### config.mk
export PLATFORM = sky130hd
export DESIGN_NAME = mem_arbiter
export DESIGN_NICKNAME = d
export VERILOG_FILES = /design/src/rtl/mem_arbiter.sv
export SDC_FILE = /design/constraint.sdc
export NUM_CORES = 1
export LEC_CHECK = 0
export BUFFER_PORTS_ARGS = -buffer_cell sky130_fd_sc_hd__clkbuf_2
export CAP_MARGIN = 20
export CORE_AREA = 2 2 123 125
export CTS_BUF_LIST = sky130_fd_sc_hd__clkbuf_16
export CTS_CLUSTER_SIZE = 25
export DETAILED_ROUTE_END_ITERATION = 6
export DIE_AREA = 0 0 125 127
export SETUP_SLACK_MARGIN = 0.1
export SYNTH_ARGS = -nofsm -noshare
export SYNTH_HDL_FRONTEND = slang
export SYNTH_SLANG_ARGS = --single-unit
### constraint.sdc
create_clock -name clk -period 5.5 [get_ports clk]
set_input_delay 1.1 -clock clk [delete_from_list [all_inputs] [get_ports clk]]
set_output_delay 1.1 -clock clk [all_outputs]
set_load 0.005 [all_outputs]
### src/rtl/mem_arbiter.sv
// mem_arbiter: shares one SRAM-like downstream port between the fetch (inst)
// and memory-stage (data) requesters. Data has priority; a grant that is not
// accepted is held until accepted. Accepted requests are tracked in an
// in-order FIFO so responses can be routed back, and inst responses can be
// dropped after a flush.
module mem_arbiter #(
  parameter int OUTSTANDING_DEPTH = 2
) (
  input  logic        clk,
  input  logic        rstn,

  input  logic        inst_req,
  input  logic        inst_wr,
  input  logic [1:0]  inst_size,
  input  logic [31:0] inst_addr,
  input  logic [3:0]  inst_wstrb,
  input  logic [31:0] inst_wdata,
  output logic        inst_addr_ok,
  output logic        inst_data_ok,
  output logic [31:0] inst_rdata,

  input  logic        data_req,
  input  logic        data_wr,
  input  logic [1:0]  data_size,
  input  logic [31:0] data_addr,
  input  logic [3:0]  data_wstrb,
  input  logic [31:0] data_wdata,
  output logic        data_addr_ok,
  output logic        data_data_ok,
  output logic [31:0] data_rdata,

  output logic        mem_req,
  output logic        mem_wr,
  output logic [1:0]  mem_size,
  output logic [31:0] mem_addr,
  output logic [3:0]  mem_wstrb,
  output logic [31:0] mem_wdata,
  input  logic        mem_addr_ok,
  input  logic        mem_data_ok,
  input  logic [31:0] mem_rdata,

  input  logic        ex_en,
  output logic        resp_err
);

  localparam int PTR_W = (OUTSTANDING_DEPTH > 1) ? $clog2(OUTSTANDING_DEPTH) : 1;
  localparam int CNT_W = $clog2(OUTSTANDING_DEPTH) + 1;
  localparam logic [CNT_W-1:0] FULL_CNT = CNT_W'(OUTSTANDING_DEPTH);

  typedef enum logic [1:0] {
    LK_NONE = 2'd0,
    LK_INST = 2'd1,
    LK_DATA = 2'd2
  } lock_e;

  lock_e                        lock_q;
  logic [OUTSTANDING_DEPTH-1:0] src_q;    // 1 = data, 0 = inst
  logic [OUTSTANDING_DEPTH-1:0] disc_q;
  logic [OUTSTANDING_DEPTH-1:0] valid_q;
  logic [PTR_W-1:0]             rd_ptr_q;
  logic [PTR_W-1:0]             wr_ptr_q;
  logic [CNT_W-1:0]             count_q;
  logic                         resp_err_q;

  logic gnt_valid;
  logic gnt_data;
  logic full;
  logic empty;
  logic push;
  logic pop;
  logic head_src;
  logic head_disc;

  assign full  = (count_q == FULL_CNT);
  assign empty = (count_q == '0);

  // Grant selection: a held lock wins; otherwise data over inst when not full.
  always_comb begin
    gnt_valid = 1'b0;
    gnt_data  = 1'b0;
    unique case (lock_q)
      LK_INST: gnt_valid = 1'b1;
      LK_DATA: begin
        gnt_valid = 1'b1;
        gnt_data  = 1'b1;
      end
      default: begin
        if (!full) begin
          if (data_req) begin
            gnt_valid = 1'b1;
            gnt_data  = 1'b1;
          end else if (inst_req) begin
            gnt_valid = 1'b1;
          end
        end
      end
    endcase
  end

  assign mem_req   = gnt_valid;
  assign mem_wr    = gnt_valid & (gnt_data ? data_wr : inst_wr);
  assign mem_size  = !gnt_valid ? '0 : (gnt_data ? data_size  : inst_size);
  assign mem_addr  = !gnt_valid ? '0 : (gnt_data ? data_addr  : inst_addr);
  assign mem_wstrb = !gnt_valid ? '0 : (gnt_data ? data_wstrb : inst_wstrb);
  assign mem_wdata = !gnt_valid ? '0 : (gnt_data ? data_wdata : inst_wdata);

  assign inst_addr_ok = mem_addr_ok & mem_req & ~gnt_data;
  assign data_addr_ok = mem_addr_ok & mem_req &  gnt_data;

  assign push      = mem_req & mem_addr_ok;
  assign pop       = mem_data_ok & ~empty;
  assign head_src  = src_q[rd_ptr_q];
  assign head_disc = disc_q[rd_ptr_q];

  // A flush in the same cycle as the response also kills the head inst entry.
  assign inst_data_ok = pop & ~head_src & ~head_disc & ~ex_en;
  assign data_data_ok = pop &  head_src;
  assign inst_rdata   = mem_rdata;
  assign data_rdata   = mem_rdata;
  assign resp_err     = resp_err_q;

  // Lock tracking: hold an unaccepted grant on its requester until accepted.
  always_ff @(posedge clk) begin
    if (!rstn) begin
      lock_q <= LK_NONE;
    end else if (mem_req && !mem_addr_ok) begin
      lock_q <= gnt_data ? LK_DATA : LK_INST;
    end else if (push) begin
      lock_q <= LK_NONE;
    end
  end

  // Outstanding FIFO: flush marking first, then pop, then push (push slot
  // never aliases a live entry because pushes only occur when not full).
  always_ff @(posedge clk) begin
    if (!rstn) begin
      src_q    <= '0;
      disc_q   <= '0;
      valid_q  <= '0;
      rd_ptr_q <= '0;
      wr_ptr_q <= '0;
      count_q  <= '0;
    end else begin
      if (ex_en) begin
        disc_q <= disc_q | (valid_q & ~src_q);
      end
      if (pop) begin
        valid_q[rd_ptr_q] <= 1'b0;
        rd_ptr_q          <= rd_ptr_q + PTR_W'(1);
      end
      if (push) begin
        valid_q[wr_ptr_q] <= 1'b1;
        src_q[wr_ptr_q]   <= gnt_data;
        disc_q[wr_ptr_q]  <= ~gnt_data & ex_en;
        wr_ptr_q          <= wr_ptr_q + PTR_W'(1);
      end
      unique case ({push, pop})
        2'b10:   count_q <= count_q + CNT_W'(1);
        2'b01:   count_q <= count_q - CNT_W'(1);
        default: count_q <= count_q;
      endcase
    end
  end

  // Sticky error for a response arriving with nothing outstanding.
  always_ff @(posedge clk) begin
    if (!rstn) begin
      resp_err_q <= 1'b0;
    end else if (mem_data_ok && empty) begin
      resp_err_q <= 1'b1;
    end
  end

endmodule

==> impl_results.md, run 1 <==
- Outcome: finished, final reports clean
- Top cell type's share of synthesized area: 0.261
- Worst r2r src: lock_q[0]$_SDFFE_PN0P_
- Worst-skew pair later-pin latency: 0.24 ns
- Pleak: 1.70 nW
- Buffers on Ports: 225
- Starting density of the core: 0.147
- Worst reg2reg path depth: 7
- Setup TNS: 0 ns
- Finished Layout Cells: 704
- Multi-input gate area: ~1200 sq um
- DRC violations left: 0
- Worst setup SP type: primary input
- First-pass DRT Iterations: 4
- Slew Limit Fails: 0
- H-tree levels: 1
- CP Data Arrival Time: 2.83 ns
- RSZ-0062 raised after global routing: false
- Post-CTS Setup Repair Bufs: 0
- Hold worst-path end: resp_err$_SDFFE_PN0P_
- Net Count, Synth: ~560
- Share of cells above drive strength 1: 0.460
- Post-Synthesis Cells: 375
- Die X: 125 microns
- Area Overhead vs Synth: 41.3%
- Final setup viols: 0
- Vias in the first global route: ~2.5k
- Max_slew headroom: 0.414
- Syn Area/Cell: 5.67 sq um
- First-pass GRT wire length: between 10 and 15 mm
- Clk_skew: 0.00168 ns
- Max_cap viols: 0
- Register area share after synthesis: 0.122
- Post-DP HPWL: 6.90 mm
- Yosys Warn Count: 0
- Nets: between 700 and 800
- Total clock sinks: 13
- Most common cell in the netlist: nand2_1
- RR Endpoint: src_q[1]$_SDFFE_PN0P_
- Flops & latches, synth: 13
- Number of fill cells in the layout: roughly 1.7k
- Die Y: around 130 microns
- Rows: 44
- R2R Setup Slk: 3.20 ns
- Core Area: between 10,000 and 15,000 sq um
- WL final: 8.59 mm
- Post-synth top cells: nand2_1 (148), a21oi_1 (76), buf_4 (70)
- Largest net degree at the start of global routing: 39
- Global Route Usage Sum: 0.0974
- ANT nets after route: 0
- Fmax: about 250 MHz
- Post-synth top area cell: nand2_1
- Post-Place Cell Area: 2930 sq um
- Synthesized area: ~2100 sq um
- WS Path Type: in2out
- Post-synth EDFFs: 0
- Sw power: 0.000478 W
- Vias: 2,796
- Avg WL per Cell: 12.2 microns
- Dpl cells: 700
- Initial antenna violation count: 0
- Clk root buf: clkbuf_16
- Cts bufs inserted: 3
- Crit end category: output port
- Flop pwr share: 0.133
- Ys async rst share: 0
- Area contributors post-synth: nand2_1 (26%), buf_4 (25%), a21oi_1 (18%)
- Clock slew at reported path FFs: about 0.04 ns
- Hold Crit Start: resp_err$_SDFFE_PN0P_
- Final core occ: 0.208
- Power per cell area: 336 nW/um^2
- Peak VDD IR: 0.240 mV
- CTS-repair resized insts: 0
- CTS Buffer Depth: 2
- Top_reg_cell synth: dfxtp_1
- Final Power: ~0.001 W
- Final Hold Vio Count: 0
- Worst-Margin Slew: 0.879 ns
- Hold Crit Class: reg2reg
- Sw frac: 0.474
- Top-Level Pins: around 320
- Logic pwr share: 0.731
- Gpl congestion: 0.751
- Final Critical Period: 3.93 ns
- CTS tree: yes
- # diodes: 0
- GRT overflow: 0
- DIE AREA: 15,900 sq um
- Post-CTS Hold Buffers: 0
- Worst-path maximum fanout: 35
- P_int: 0.000531 W
- DRT iter0 DRCs: 129
- Hold-critical path depth: 2
- Clk pwr share: 0.135
- Req. time, crit path: 4.40 ns
- Vias per inst: 3.97
- Register area: 260 sq um
- Layout Cell Area excl Fill: 3010 sq um
- Period utilisation layout: 0.715
- Distinct cells, synth: 27
## registers in the layout, indices dropped and copies added (netlist names)
signal    flops
wr_ptr_q      1
resp_err      1
lock_q        2
rd_ptr_q      1
valid_q       2
src_q         2
disc_q        2
count_q       2
## cells by family (layout without fill, tap and decap cells)
logic type,count (synthesis),count (layout),share of synthesized area
AND/OR/NAND/NOR,168,168,0.306
multiplexers,6,6,0.0294
XOR/XNOR,3,3,0.0124
adder cells (fa/ha/maj),2,2,0.0118
flip-flops,13,13,0.122
AO/OA/AOI/OAI,88,88,0.221
buffers and inverters,95,240,0.297
## how the worst max path moves through the flow
stage / startpoint / end / slack, ns / cells after the start
detailed placement: data_req / mem_addr[20] / 1.52 / 6
global route: data_req / mem_addr[20] / 1.34 / 6
finish: data_req / mem_addr[20] / 1.57 / 6
global placement: data_req / mem_addr[20] / 1.51 / 6
floorplan: data_req / mem_addr[0] / 2.52 / 5
CTS: data_req / mem_addr[20] / 1.50 / 6
## stage by stage
step | hold WS (ns) | setup slack, ns
after floorplan | 0.441 | 2.52
after global placement | 0.456 | 1.51
after detailed placement | 0.465 | 1.52
after CTS | 0.475 | 1.50
after global routing | 0.500 | 1.34
final | 0.474 | 1.57
## worst max-delay path, cell delays in order
cell and delay, ns:
clkbuf_2 0.12, a31oi_4 0.72, buf_4 0.49, nand2_1 0.09, a21oi_1 0.15, clkbuf_2 0.14
## power groups by stage
stage / Sequential (W) / Combinational (W) / Clock, W
after floorplan: 0.000130 / 0.000475 / 0
after global placement: 0.000136 / 0.000743 / 0
after detailed placement: 0.000135 / 0.000745 / 0
after CTS: 0.000134 / 0.000750 / 0.000138
after global routing: 0.000137 / 0.000840 / 0.000143
final: 0.000134 / 0.000738 / 0.000137
## layout make-up
class / count / area share
clock buffer: 3 / 0.0250
clock inverter: 1 / 0.00167
inverter: 6 / 0.00749
multi-input combinational: 267 / 0.411
sequential: 13 / 0.0866
tap: 184 / 0.0766
timing repair buffer: 230 / 0.391
## per-layer routing
layer	routed length (microns)	GRT usage	vias to the layer above
met5	0	0	-
met4	43	0.0131	0
met3	1070	0.0406	7
met2	4160	0.175	199
met1	3320	0.111	1159
li1	-	-	1431
## placed cells by master, fill, tap and decap left out, types with 3 or more instances in the layout
cell type	Yosys	final
clkbuf_2	0	225
nand2_1	148	148
a21oi_1	76	76
dfxtp_1	13	13
nor2_1	10	10
o21ai_0	6	6
inv_1	5	5
mux2i_1	4	4
buf_4	70	4
nor2b_1	3	3
nand3_1	3	3
clkbuf_16	0	3
Note: power is estimated with default switching activity, not from simulation.
==> inputs of run 2 (changes only) <==
--- a/config.mk
+++ b/config.mk
@@ -7,11 +7,11 @@
 export LEC_CHECK = 0
 export BUFFER_PORTS_ARGS = -buffer_cell sky130_fd_sc_hd__clkbuf_2
 export CAP_MARGIN = 20
-export CORE_AREA = 2 2 123 125
+export CORE_AREA = 2 2 126 128
 export CTS_BUF_LIST = sky130_fd_sc_hd__clkbuf_16
 export CTS_CLUSTER_SIZE = 25
 export DETAILED_ROUTE_END_ITERATION = 6
-export DIE_AREA = 0 0 125 127
+export DIE_AREA = 0 0 128 130
 export SETUP_SLACK_MARGIN = 0.1
 export SYNTH_ARGS = -nofsm -noshare
 export SYNTH_HDL_FRONTEND = slang
==> constraint.sdc (replaced) <==
create_clock -name clk -period 3.3 [get_ports clk]
set_input_delay 0.66 -clock clk [delete_from_list [all_inputs] [get_ports clk]]
set_output_delay 0.66 -clock clk [all_outputs]
set_load 0.005 [all_outputs]
==> run 2 against run 1 <==
  * Sequential share of layout area fell by 0.12 points
  * First-iteration DRC count fell by 20%
  * Die area rose by 4.8%
  * Register-to-register slack got worse by 2.4 ns
  * Clock power rose by 62%
  * Design area rose by 1.5%
  * Wire length rose by 1.4%
  * Global-route usage fell by 0.71 points
  * Clock skew rose by 0.00056 ns
  * Non-clock buffer count rose by 3
  * Via count rose by 2.0%
  * Largest cell class unchanged
  * Largest power group unchanged
==> impl_results.md, run 2 (synthesis gave the netlist of run 1 again) <==
- First-pass DRT Iterations: 4
- Met1 Usage GRT: 0.0993
- M3 GR Usage: 0.0324
- Largest net degree at the start of global routing: 76
- Total clock sinks: 13
- Most frequent cells in the layout: clkbuf_2 (225), nand2_1 (148), a21oi_1 (76), dfxtp_1 (13), nor2_1 (10)
- Slowest cell on crit path: ha_1
- Clk_skew: 0.00224 ns
- Post-CTS Hold Buffers: 0
- Starting density of the core: 0.138
- Fmax: ~350 MHz
- Worst-skew pair later-pin latency: 0.24 ns
- Gpl congestion: a little over 0.7
- Post-CTS Setup Repair Bufs: 0
- Rows: 46
- Max_cap viols: 0
- CTS tree: yes
- DRC violations left: 0
- Hold Crit Class: reg2reg
- Global Route Usage Sum: 0.0903
- ANT nets after route: 0
- Die X: 128 microns
- Final setup viols: 0
- Cts bufs inserted: 3
- Post-Place Cell Area: 2970 sq um
- Largest delay share family, worst path: buffers and inverters
- Hold worst-path end: lock_q[0]$_SDFFE_PN0P_
- Slew Limit Fails: 0
- Layout Cell Area excl Fill: 3050 sq um
- Met2 usage: 0.171
- DRT iter0 DRCs: 103
- Worst reg2reg path depth: 8
- GRT overflow: 0
- Critical-path cell list: inv_1 -> ha_1 -> nor2b_1 -> a31o_2 -> buf_12 -> nand2_1 -> a21oi_1 -> clkbuf_2
- Die Y: 130 microns
- Power per cell area: between 500 and 600 nW/um^2
- CP Data Arrival Time: 2.19 ns
- RR Endpoint: count_q[1]$_SDFFE_PN0P_
- R2R Setup Slk: ~0.8 ns
- Post-DP HPWL: 7.06 mm
- Max_slew headroom: 0.565
- Clock slew at reported path FFs: 0.04 ns
- CTS-repair resized insts: 0
- Req. time, crit path: 2.64 ns
- Gr busiest metal: met2
- Vias per inst: roughly 4
- Core Area: 15,400 sq um
- WS Path Type: reg2out
- Slowest stage delay, CP: 0.36 ns
- Pleak: roughly 1.7 nW
- WL final: a little under 9 mm
- Number of fill cells in the layout: ~1.8k
- H-tree levels: 1
- Worst setup SP type: register
- Top-Level Pins: 322
- Crit end category: output port
- Peak VDD IR: 0.413 mV
- Worst-Margin Slew: roughly 0.65 ns
- Share of cells above drive strength 1: 0.461
- Avg WL per Cell: 12.2 microns
- DIE AREA: 16,600 sq um
- Vias in the first global route: 2,450
- Worst-path maximum fanout: 75
- Area Overhead vs Synth: 43.4%
- Initial antenna violation count: 0
- Buffers on Ports: 225
- Final Hold Vio Count: 0
- Outcome: finished, final reports clean
- Buf/Inv on CP: 3
- # diodes: 0
- Setup TNS: 0 ns
- Vias: between 2k and 3k
- RSZ-0062 raised after global routing: false
- Nets: between 700 and 800
- CTS Buffer Depth: 2
- Hold-critical path depth: 2
- Period utilisation layout: 0.863
- Hold Crit Start: lock_q[0]$_SDFFE_PN0P_
- Most common cell after layout, fill and taps aside: clkbuf_2
- Worst r2r src: lock_q[0]$_SDFFE_PN0P_
- Final Critical Period: 2.85 ns
- Clk root buf: clkbuf_16
- First-pass GRT wire length: 12.3 mm
## run 2: changes by cell type in the layout (fill, tap and decap cells not counted)
cell and change:
inv_1 +1, buf_12 +1, buf_4 +2, clkinv_2 -1
## run 2: worst max path at each step
| stage | endpoint | slack, ns | cells past startpoint | from |
|---|---|---|---|---|
| final | mem_wdata[14] | 0.45 | 8 | lock_q[0]$_SDFFE_PN0P_ |
| after global routing | mem_size[0] | 0.28 | 8 | lock_q[0]$_SDFFE_PN0P_ |
| after CTS | mem_size[0] | 0.44 | 8 | lock_q[0]$_SDFFE_PN0P_ |
| after detailed placement | inst_addr_ok | 0.64 | 7 | data_req |
| after global placement | data_addr_ok | 0.63 | 7 | data_req |
| after floorplan | mem_addr[0] | 1.06 | 8 | lock_q[0]$_SDFFE_PN0P_ |
## run 2: routing by layer
metal,part of all wire,up-vias
met1,0.38,1213
met4,0.0048,0
li1,-,1439
met5,0,-
met3,0.11,8
met2,0.50,191
## run 2: metrics by stage
step           worst slack [ns]  cells  hold WS, ns  power, W  utilization
6_report                  0.452    715        0.465   0.00171        0.198
5_1_grt                   0.284    715        0.486   0.00189        0.198
3_3_place_gp              0.628    711        0.459   0.00150        0.193
3_5_place_dp              0.643    711        0.457   0.00150        0.193
2_1_floorplan              1.06    375        0.441   0.00101            -
4_1_cts                   0.441    715        0.468   0.00173        0.198
## run 2: cell type report
type	count	area (sq um)	area share
Multi-Input combinational cell	267	1240	0.405
Clock inverter	1	3.75	0.00123
Tap cell	192	240	0.0788
Clock buffer	3	75.1	0.0246
Inverter	6	22.5	0.00739
Timing Repair Buffer	233	1210	0.397
Sequential cell	13	260	0.0854
## run 2: power by group
| group | internal [W] | switching [W] |
|---|---|---|
| Clock | 0.000159 | 0.0000622 |
| Combinational | 0.000556 | 0.000709 |
| Sequential | 0.000192 | 0.0000319 |
## run 2: tightest hold or removal path, cell delays in order, from the launching register on
cell,delay (ns)
dfxtp_1,0.30
nand3_1,0.06
o41ai_1,0.06
==> inputs of run 3 (changes only) <==
--- a/config.mk
+++ b/config.mk
@@ -8,7 +8,6 @@
 export BUFFER_PORTS_ARGS = -buffer_cell sky130_fd_sc_hd__clkbuf_2
 export CAP_MARGIN = 20
 export CORE_AREA = 2 2 126 128
-export CTS_BUF_LIST = sky130_fd_sc_hd__clkbuf_16
 export CTS_CLUSTER_SIZE = 25
 export DETAILED_ROUTE_END_ITERATION = 6
 export DIE_AREA = 0 0 128 130
==> run 3 against run 2 <==
  * Non-clock buffer count unchanged
  * Register-to-register slack about the same
  * Global-route usage unchanged
  * Critical path type unchanged
  * Largest cell class unchanged
  * Largest power group unchanged
==> impl_results.md, run 3 (synthesis gave the netlist of run 1 again) <==
- Worst-skew pair later-pin latency: 0.24 ns
- DRC violations left: 0
- RR Endpoint: count_q[1]$_SDFFE_PN0P_
- CP Data Arrival Time: between 2 and 2.5 ns
- Gpl congestion: 0.727
- Area Overhead vs Synth: 43.4%
- Period utilisation layout: 0.863
- CTS-repair resized insts: 0
- Setup TNS: 0 ns
- Finished Layout Cells: 715
- Worst r2r src: lock_q[0]$_SDFFE_PN0P_
- WHS: 0.465 ns
- CTS tree: yes
- Die Y: between 100 and 150 microns
- H-tree levels: 1
- Worst reg2reg path depth: 8
- Outcome: finished, final reports clean
- GRT overflow: 0
- Post-CTS Hold Buffers: 0
- Top-Level Pins: 322
- Avg WL per Cell: about 12 microns
- # diodes: 0
- Crit end category: output port
- First-pass DRT Iterations: 4
- Total clock sinks: 13
- Final Hold Vio Count: 0
- Hold-critical path depth: 2
- CTS Buffer Depth: 2
- DRT iter0 DRCs: 103
- Final core occ: 0.198
- Max_slew headroom: 0.565
- Clock slew at reported path FFs: around 0.040 ns
- First-pass GRT wire length: between 10 and 15 mm
- DIE AREA: 16,600 sq um
- Largest net degree at the start of global routing: 76
- Final Critical Period: about 2.8 ns
- Pleak: 1.72 nW
- Hold worst-path end: lock_q[0]$_SDFFE_PN0P_
- Vias per inst: 3.99
- R2R Setup Slk: 0.81 ns
- Hold Crit Class: reg2reg
- WS Path Type: reg2out
- RSZ-0062 raised after global routing: false
- Clk root buf: clkbuf_16
- Dpl cells: 711
- Most frequent cells in the layout: clkbuf_2 (225), nand2_1 (148), a21oi_1 (76), dfxtp_1 (13), nor2_1 (10)
- Buffers on Ports: 225
- Nets: between 700 and 800
- Worst-path maximum fanout: 75
- Cts bufs inserted: 3
- Initial antenna violation count: 0
- Core Area: roughly 15,000 sq um
- Fmax: 351 MHz
- Req. time, crit path: 2.64 ns
- Global Route Usage Sum: 0.0903
- WL final: between 8 and 9 mm
- Peak VDD IR: 0.413 mV
- Post-DP HPWL: 7.06 mm
- Slew Limit Fails: 0
- Worst-Margin Slew: 0.652 ns
- Final setup viols: 0
- Max_cap viols: 0
- Power per cell area: approximately 560 nW/um^2
- Vias: between 2k and 3k
- ANT nets after route: 0
- Starting density of the core: 0.138
- Post-CTS Setup Repair Bufs: 0
- Post-Place Cell Area: 2970 sq um
- Die X: 128 microns
- Rows: 46
- Layout Cell Area excl Fill: approximately 3000 sq um
- Worst setup SP type: register
- Vias in the first global route: 2,450
- Most common cell after layout, fill and taps aside: clkbuf_2
- Hold Crit Start: lock_q[0]$_SDFFE_PN0P_
- Share of cells above drive strength 1: 0.461
- Clk_skew: 0.00250 ns
## run 3: worst max-delay path by stage
stage                               end                   start  depth (start not counted)  slack (ns)
after CTS                   mem_size[0]  lock_q[0]$_SDFFE_PN0P_                          8        0.44
after global placement     data_addr_ok                data_req                          7        0.63
after global routing        mem_size[0]  lock_q[0]$_SDFFE_PN0P_                          8        0.28
after detailed placement   inst_addr_ok                data_req                          7        0.64
final                     mem_wdata[14]  lock_q[0]$_SDFFE_PN0P_                          8        0.45
after floorplan             mem_addr[0]  lock_q[0]$_SDFFE_PN0P_                          8        1.06
## run 3: through the flow
step                setup slack, ns  power [W]
global route                  0.284    0.00189
finish                        0.452    0.00171
global placement              0.628    0.00150
CTS                           0.441    0.00174
detailed placement            0.643    0.00150
floorplan                      1.06    0.00101
## run 3: report_power, final
part / internal [W] / switching [W] / leakage, nW
clock: 0.000163 / 0.0000619 / 0.0382
sequential: 0.000192 / 0.0000319 / 0.107
combinational: 0.000556 / 0.000709 / 1.58
total: 0.000910 / 0.000803 / 1.72
## run 3: final cells by class
class	instances	area (sq um)
fillers	1769	12400
flip-flops and latches	13	260
inverters	6	22.5
multi-input cells	267	1240
well taps	192	240
clock buffers	4	78.8
repair buffers	233	1210
## run 3: per-layer routing
layer | global-route usage | part of all wire | vias up
li1 | - | - | 1439
met1 | 0.0993 | 0.38 | 1213
met2 | 0.171 | 0.50 | 191
met3 | 0.0324 | 0.11 | 8
met4 | 0.0116 | 0.0048 | 0
met5 | 0 | 0 | -
## run 3: critical path: stages, from the launching register on
cell	delay, ns
dfxtp_1	0.32
inv_1	0.04
ha_1	0.36
nor2b_1	0.26
a31o_2	0.18
buf_12	0.30
nand2_1	0.16
a21oi_1	0.18
clkbuf_2	0.14
